File: src/rtl/ecap5_dproc_pkg.sv
// -----------------------------------------------------------------------------
// ecap5_dproc_pkg
// Shared types and constants for the data-processor pipeline control blocks.
//   hzd_state_t         : issue-controller state (normal issue / fetch-decode flush)
//   HZD_FLUSH_LEN_MAX   : largest flush length the 4-bit flush counter can hold
// -----------------------------------------------------------------------------
package ecap5_dproc_pkg;

  typedef enum logic {
    HZD_RUN   = 1'b0,
    HZD_FLUSH = 1'b1
  } hzd_state_t;

  localparam int HZD_FLUSH_LEN_MAX = 15;

endpackage : ecap5_dproc_pkg

File: src/rtl/hzd_scoreboard.sv
// -----------------------------------------------------------------------------
// hzd_scoreboard
// One pending bit per architectural register for writes that have issued but
// not yet retired through writeback. x0 is never marked pending.
//
// Ports
//   clk_i       in   clock, rising edge
//   rst_i       in   synchronous active-low reset, clears every pending bit
//   set_en_i    in   mark set_addr_i pending (issue of a register write)
//   set_addr_i  in   [4:0] register being claimed
//   clr_en_i    in   retire clr_addr_i (writeback commit)
//   clr_addr_i  in   [4:0] register being retired
//   sb_eff_o    out  [31:0] pending view with this cycle's writeback already
//                    removed, matching a write-first register file
// -----------------------------------------------------------------------------
module hzd_scoreboard
  import ecap5_dproc_pkg::*;
(
  input  logic        clk_i,
  input  logic        rst_i,
  input  logic        set_en_i,
  input  logic [4:0]  set_addr_i,
  input  logic        clr_en_i,
  input  logic [4:0]  clr_addr_i,
  output logic [31:0] sb_eff_o
);

  logic [31:0] r_sb;
  logic [31:0] w_set_mask;
  logic [31:0] w_clr_mask;

  // NOTE: every signal assigned in always_comb gets a default first, so no
  // path through the block can leave it unassigned and infer a latch.
  always_comb begin
    w_set_mask = '0;
    w_clr_mask = '0;
    if (set_en_i && (set_addr_i != 5'd0)) begin
      w_set_mask[set_addr_i] = 1'b1;
    end
    if (clr_en_i) begin
      w_clr_mask[clr_addr_i] = 1'b1;
    end
  end

  // Clear is applied before set so a same-cycle set/clear of one index
  // leaves the register pending: the new writer has not retired yet.
  // NOTE: state is updated with non-blocking assignments so every flop
  // samples the pre-edge values regardless of process evaluation order.
  always_ff @(posedge clk_i) begin
    if (!rst_i) begin
      r_sb <= '0;
    end else begin
      r_sb <= (r_sb & ~w_clr_mask) | w_set_mask;
    end
  end

  assign sb_eff_o = r_sb & ~w_clr_mask;

endmodule : hzd_scoreboard

File: src/rtl/hzd.sv
// -----------------------------------------------------------------------------
// hzd
// Hazard / issue controller for the execute stage. Each cycle it decides
// whether the decoded instruction issues, stalls decode on RAW/WAW hazards
// against in-flight writes, and flushes fetch/decode for FLUSH_LEN cycles
// after execute reports a taken branch.
//
// Parameters
//   FLUSH_LEN        cycles flush_o stays high after a taken branch (1..15)
//
// Ports
//   clk_i            in   clock, rising edge
//   rst_i            in   synchronous active-low reset
//   dec_valid_i      in   decode presents an instruction
//   dec_rs1_used_i   in   instruction reads rs1
//   dec_rs1_addr_i   in   [4:0] rs1 index
//   dec_rs2_used_i   in   instruction reads rs2
//   dec_rs2_addr_i   in   [4:0] rs2 index
//   dec_rd_write_i   in   instruction writes rd
//   dec_rd_addr_i    in   [4:0] rd index
//   exm_ready_i      in   execute can accept an instruction
//   exm_valid_o      out  issue strobe into execute (combinational)
//   dec_stall_o      out  decode must hold its instruction
//   branch_i         in   taken branch, qualified by exm_out_valid_i
//   exm_out_valid_i  in   execute output valid
//   wb_write_i       in   writeback commits a register
//   wb_addr_i        in   [4:0] writeback index
//   flush_o          out  invalidate fetch and decode (registered, Moore)
//   stall_count_o    out  [31:0] saturating stall-cycle counter   (optional)
//   flush_count_o    out  [31:0] saturating flush start/reload count (optional)
//
// Build option
//   HZD_PERF_COUNTERS_EN  define to add stall_count_o / flush_count_o.
// -----------------------------------------------------------------------------
module hzd
  import ecap5_dproc_pkg::*;
#(
  parameter int FLUSH_LEN = 2
) (
  input  logic        clk_i,
  input  logic        rst_i,
  input  logic        dec_valid_i,
  input  logic        dec_rs1_used_i,
  input  logic [4:0]  dec_rs1_addr_i,
  input  logic        dec_rs2_used_i,
  input  logic [4:0]  dec_rs2_addr_i,
  input  logic        dec_rd_write_i,
  input  logic [4:0]  dec_rd_addr_i,
  input  logic        exm_ready_i,
  output logic        exm_valid_o,
  output logic        dec_stall_o,
  input  logic        branch_i,
  input  logic        exm_out_valid_i,
  input  logic        wb_write_i,
  input  logic [4:0]  wb_addr_i,
  output logic        flush_o
`ifdef HZD_PERF_COUNTERS_EN
  ,
  output logic [31:0] stall_count_o,
  output logic [31:0] flush_count_o
`endif
);

  // FLUSH_LEN must lie in 1..HZD_FLUSH_LEN_MAX so the reload fits in 4 bits.
  localparam logic [3:0] CNT_RELOAD = 4'(FLUSH_LEN - 1);

  hzd_state_t  r_state;
  hzd_state_t  w_state_nxt;
  logic [3:0]  r_cnt;
  logic [3:0]  w_cnt_nxt;

  logic [31:0] w_sb_eff;
  logic        w_hazard;
  logic        w_taken;
  logic        w_issue;

  // ---------------------------------------------------------------------------
  // Scoreboard: claimed on issue of a non-x0 write, retired by writeback.
  // ---------------------------------------------------------------------------
  hzd_scoreboard u_sb (
    .clk_i      (clk_i),
    .rst_i      (rst_i),
    .set_en_i   (w_issue & dec_rd_write_i),
    .set_addr_i (dec_rd_addr_i),
    .clr_en_i   (wb_write_i),
    .clr_addr_i (wb_addr_i),
    .sb_eff_o   (w_sb_eff)
  );

  // x0 is never pending, so the rd!=0 guard only matters for clarity of the
  // WAW term; the read terms are safe against x0 without it.
  assign w_hazard = (dec_rs1_used_i & w_sb_eff[dec_rs1_addr_i])
                  | (dec_rs2_used_i & w_sb_eff[dec_rs2_addr_i])
                  | (dec_rd_write_i & (dec_rd_addr_i != 5'd0) & w_sb_eff[dec_rd_addr_i]);

  assign w_taken  = branch_i & exm_out_valid_i;

  // The instruction in decode during a taken cycle is on the wrong path, so
  // it neither issues nor claims its destination.
  assign w_issue  = rst_i & dec_valid_i & exm_ready_i & ~w_hazard & ~w_taken
                  & (r_state == HZD_RUN);

  // ---------------------------------------------------------------------------
  // Flush FSM: a taken branch in either state (re)loads the counter, so a
  // second branch during a flush restarts the full FLUSH_LEN window.
  // ---------------------------------------------------------------------------
  always_ff @(posedge clk_i) begin
    if (!rst_i) begin
      r_state <= HZD_RUN;
      r_cnt   <= 4'd0;
    end else begin
      r_state <= w_state_nxt;
      r_cnt   <= w_cnt_nxt;
    end
  end

  always_comb begin
    w_state_nxt = r_state;
    w_cnt_nxt   = r_cnt;
    flush_o     = 1'b0;
    exm_valid_o = w_issue;
    dec_stall_o = ~rst_i | (dec_valid_i & ~w_issue);
    unique case (r_state)
      HZD_RUN: begin
        if (w_taken) begin
          w_state_nxt = HZD_FLUSH;
          w_cnt_nxt   = CNT_RELOAD;
        end
      end
      HZD_FLUSH: begin
        flush_o = 1'b1;
        if (w_taken) begin
          w_cnt_nxt = CNT_RELOAD;
        end else if (r_cnt == 4'd0) begin
          w_state_nxt = HZD_RUN;
        end else begin
          w_cnt_nxt = r_cnt - 4'd1;
        end
      end
      default: begin
        w_state_nxt = HZD_RUN;
        w_cnt_nxt   = 4'd0;
      end
    endcase
  end

`ifdef HZD_PERF_COUNTERS_EN
  // ---------------------------------------------------------------------------
  // Saturating performance counters. Every taken branch outside reset is
  // either a RUN->FLUSH entry or a reload, so both are counted by w_taken.
  // ---------------------------------------------------------------------------
  logic [31:0] r_stall_count;
  logic [31:0] r_flush_count;

  always_ff @(posedge clk_i) begin
    if (!rst_i) begin
      r_stall_count <= '0;
      r_flush_count <= '0;
    end else begin
      if (dec_valid_i && dec_stall_o && (r_stall_count != 32'hFFFF_FFFF)) begin
        r_stall_count <= r_stall_count + 32'd1;
      end
      if (w_taken && (r_flush_count != 32'hFFFF_FFFF)) begin
        r_flush_count <= r_flush_count + 32'd1;
      end
    end
  end

  assign stall_count_o = r_stall_count;
  assign flush_count_o = r_flush_count;
`endif

endmodule : hzd

File: config.mk
export PLATFORM = sky130hd
export DESIGN_NAME = hzd
export DESIGN_NICKNAME = d
export VERILOG_FILES = /design/src/rtl/ecap5_dproc_pkg.sv /design/src/rtl/hzd_scoreboard.sv /design/src/rtl/hzd.sv
export SDC_FILE = /design/constraint.sdc
export NUM_CORES = 1
export LEC_CHECK = 0
export CORE_UTILIZATION = 40
export DETAILED_ROUTE_END_ITERATION = 8
export MAX_ROUTING_LAYER = met4
export PLACE_DENSITY = 0.62
export SLEW_MARGIN = 20
export SYNTH_ARGS = -nofsm -noshare
export SYNTH_HDL_FRONTEND = slang
export SYNTH_SLANG_ARGS = --single-unit
File: constraint.sdc
create_clock -name clk_i -period 5.8 [get_ports clk_i]
set_input_delay 1.16 -clock clk_i [delete_from_list [all_inputs] [get_ports clk_i]]
set_output_delay 1.16 -clock clk_i [all_outputs]
set_load 0.02 [all_outputs]
==> impl_metrics.env <==
export IMPL_critPathCapture="dec_stall_o"
export IMPL_slew_headroom=0.4706
export IMPL_reg2reg_from="u_sb.r_sb[6]"
export IMPL_max_vdd_ir_drop_mv=0.1308
export IMPL_crit_type="in -> out"
export IMPL_flow_area_growth_from_synthesis_pct=27.84
export IMPL_clock_skew_ps=4.347
export IMPL_status="complete, but fails checks"
export IMPL_drv_slew=0
export IMPL_fin_area_um2=3458
export IMPL_rsz0062_at_grt="no"
export IMPL_synth_main_ff_cell="dfxtp_1"
export IMPL_avgSynthCellArea_um2=7.818
export IMPL_worst_slack_ps=333.8
export IMPL_fillers=622
export IMPL_synth_edf_count=0
export IMPL_r2r_slack_ps=3020
export IMPL_gp_congestion=1.003
export IMPL_grt_max_degree=24
export IMPL_layout_drive_gt1_share=0.1658
export IMPL_yosysTopAreaCell="dfxtp_1"
export IMPL_die_w_um=84.24
export IMPL_start_util=0.4212
export IMPL_tns_ps=0
export IMPL_clkSinkCount=37
export IMPL_core_area_um2=6422
export IMPL_first_pass_iters=8
export IMPL_cts_tree="done"
export IMPL_first_global_vias=2892
export IMPL_worstReg2RegEnd="u_sb.r_sb[25]"
export IMPL_grt_usage=0.3031
export IMPL_powerDensity_nw_per_um2=176.5
export IMPL_max_freq_ghz=0.1829
export IMPL_final_antenna_net_count=0
export IMPL_portBuffers=32
export IMPL_nets=434
export IMPL_crit_path_start="wb_addr_i[3]"
export IMPL_syn_nets=377
export IMPL_rows=29
export IMPL_ys_seq_area_frac=0.2738
export IMPL_htreeDepth=2
export IMPL_final_cell_mix="43 x buf_4, 37 x dfxtp_1, 36 x nand2_1, 33 x o21ai_0"
export IMPL_whs_path_depth=2
export IMPL_synth_top_area_frac=0.2738
export IMPL_holdWs_ps=486.5
export IMPL_yosysWarnings=0
export IMPL_hold_class="reg -> reg"
export IMPL_async_flop_share=0
export IMPL_crit_arrival_ps=4310
export IMPL_detailed_place_hpwl_um=7649
export IMPL_required_ps=4640
export IMPL_cp_end_kind="primary output"
export IMPL_drcViolationCount=4
export IMPL_violations="design-rule violations"
export IMPL_synth_distinct_cells=61
export IMPL_final_common_cell="buf_4"
export IMPL_power_leakage_nw=1.199
export IMPL_place_area_um2=3338
export IMPL_period_needed_ps=5466
export IMPL_drt_initial_drc_count=317
export IMPL_drt_total_wl_um=10080
export IMPL_cts_buffers=5
export IMPL_antenna_found_initial=0
export IMPL_cp_start_kind="primary input"
export IMPL_n_antenna_cell=0
export IMPL_tightest_slew_ps=793.2
export IMPL_yosys_top_cells_area="dfxtp_1 27%, o22ai_1 6.9%, o21ai_0 6.3%"
export IMPL_grt_pass1_wl_um=16010
export IMPL_reg2reg_depth=8
export IMPL_io_pins=33
export IMPL_crit_path_max_fanout=2
export IMPL_utilization=0.5385
export IMPL_maxCapViolCount=0
export IMPL_root_buffer="clkbuf_8"
export IMPL_via_per_inst=6.534
export IMPL_setup_viol=0
export IMPL_gr_total_overflow=0
export IMPL_die_h_um=84.24
export IMPL_ys_seq_elements=37
export IMPL_cts_resized=0
export IMPL_clkTransAtPathRegs_ps=80
export IMPL_syn_cell_area_um2=2705
export IMPL_post_route_period_util=0.9425
export IMPL_synthCells=346
export IMPL_dp_slack_ps=36.50
export IMPL_die_area_um2=7096
export IMPL_vias=3143
export IMPL_drt_wirelength_per_cell_um=20.95
export IMPL_post_cts_buffers=0
export IMPL_cts_buffer_depth=2
export IMPL_clk_latency_ps=300
export IMPL_postCtsHoldBufs=0
export IMPL_hold_viol=0
==> kinds of logic (layout without fill, tap and decap cells) <==
group | count (synthesis) | after routing | synth area share
flops | 37 | 37 | 0.2738
fa+ha+maj | 1 | 1 | 0.004625
mux | 17 | 17 | 0.08187
simple gates | 127 | 127 | 0.2655
buf+inv | 32 | 90 | 0.04903
xor+xnor | 4 | 4 | 0.01295
compound gates | 128 | 128 | 0.3122
==> worst min-delay path by stage <==
stage / start / endpoint / slack (ps)
after floorplan: u_sb.r_sb[1] / u_sb.r_sb[1] / 450
after global placement: u_sb.r_sb[3] / u_sb.r_sb[3] / 460
after detailed placement: u_sb.r_sb[1] / u_sb.r_sb[1] / 470
after CTS: u_sb.r_sb[1] / u_sb.r_sb[1] / 490
after global routing: u_sb.r_sb[21] / u_sb.r_sb[21] / 510
final: u_sb.r_sb[1] / u_sb.r_sb[1] / 490
==> Yosys cell counts (3+ instances only) <==
master and number:
a21oi_1 6, buf_2 4, clkbuf_1 19, dfxtp_1 37, inv_1 5, mux2i_1 12, mux4_2 4, nand2_1 36
nand2b_1 6, nand3_1 6, nand4_1 6, nand4_2 3, nand4b_1 3, nand4bb_1 3, nor2_1 21, nor2b_1 6
nor3_1 8, nor3b_1 6, nor4_1 5, o2111ai_1 6, o211ai_1 15, o21ai_0 34, o21ai_1 14, o221ai_1 3
o22ai_1 30, o31ai_1 3, or3_1 5
==> per-layer routing <==
layer  vias to the layer above  routed length (um)  track usage
met4                         0                 431       0.1473
met5                         -                   0            -
met1                      1473                4453       0.4071
li1                       1454                   -            -
met2                       181                4187       0.4314
met3                        35                1004      0.06195
==> area by class of cell <==
| type | instances | area [um2] | share of cell area |
|---|---|---|---|
| repair buffers | 75 | 648.1 | 0.1874 |
| flip-flops and latches | 37 | 740.7 | 0.2142 |
| inverters | 7 | 26.28 | 0.007598 |
| well taps | 77 | 96.34 | 0.02786 |
| clock buffers | 5 | 68.82 | 0.01990 |
| clock inverters | 3 | 46.29 | 0.01339 |
| multi-input cells | 277 | 1832 | 0.5297 |
==> state kept, by name, indices dropped and copies added, names as in the netlist <==
name       cells
r_cnt          4
u_sb.r_sb     32
r_state        1
==> power by group <==
part | internal (mW) | total [mW] | switching, mW
registers | 0.255 | 0.256 | 0.000973
clock network | 0.129 | 0.236 | 0.107
logic | 0.0500 | 0.119 | 0.0687
total | 0.434 | 0.610 | 0.176
==> stage by stage <==
stage	std cells	total power, mW
after global placement	473	0.3786
after CTS	481	0.6097
final	481	0.6104
after global routing	481	0.6336
after detailed placement	473	0.3780
after floorplan	346	0.3262
==> critical path, cell delays in order <==
cell	delay, ps
clkdlybuf4s50_1	410
or4b_1	560
o2111ai_1	200
o21ai_0	120
or4_1	550
or4_4	560
a31oi_4	210
and3_1	220
o21ai_0	100
dlymetal6s2s_1	230
Note: power is estimated with default switching activity, not from simulation.
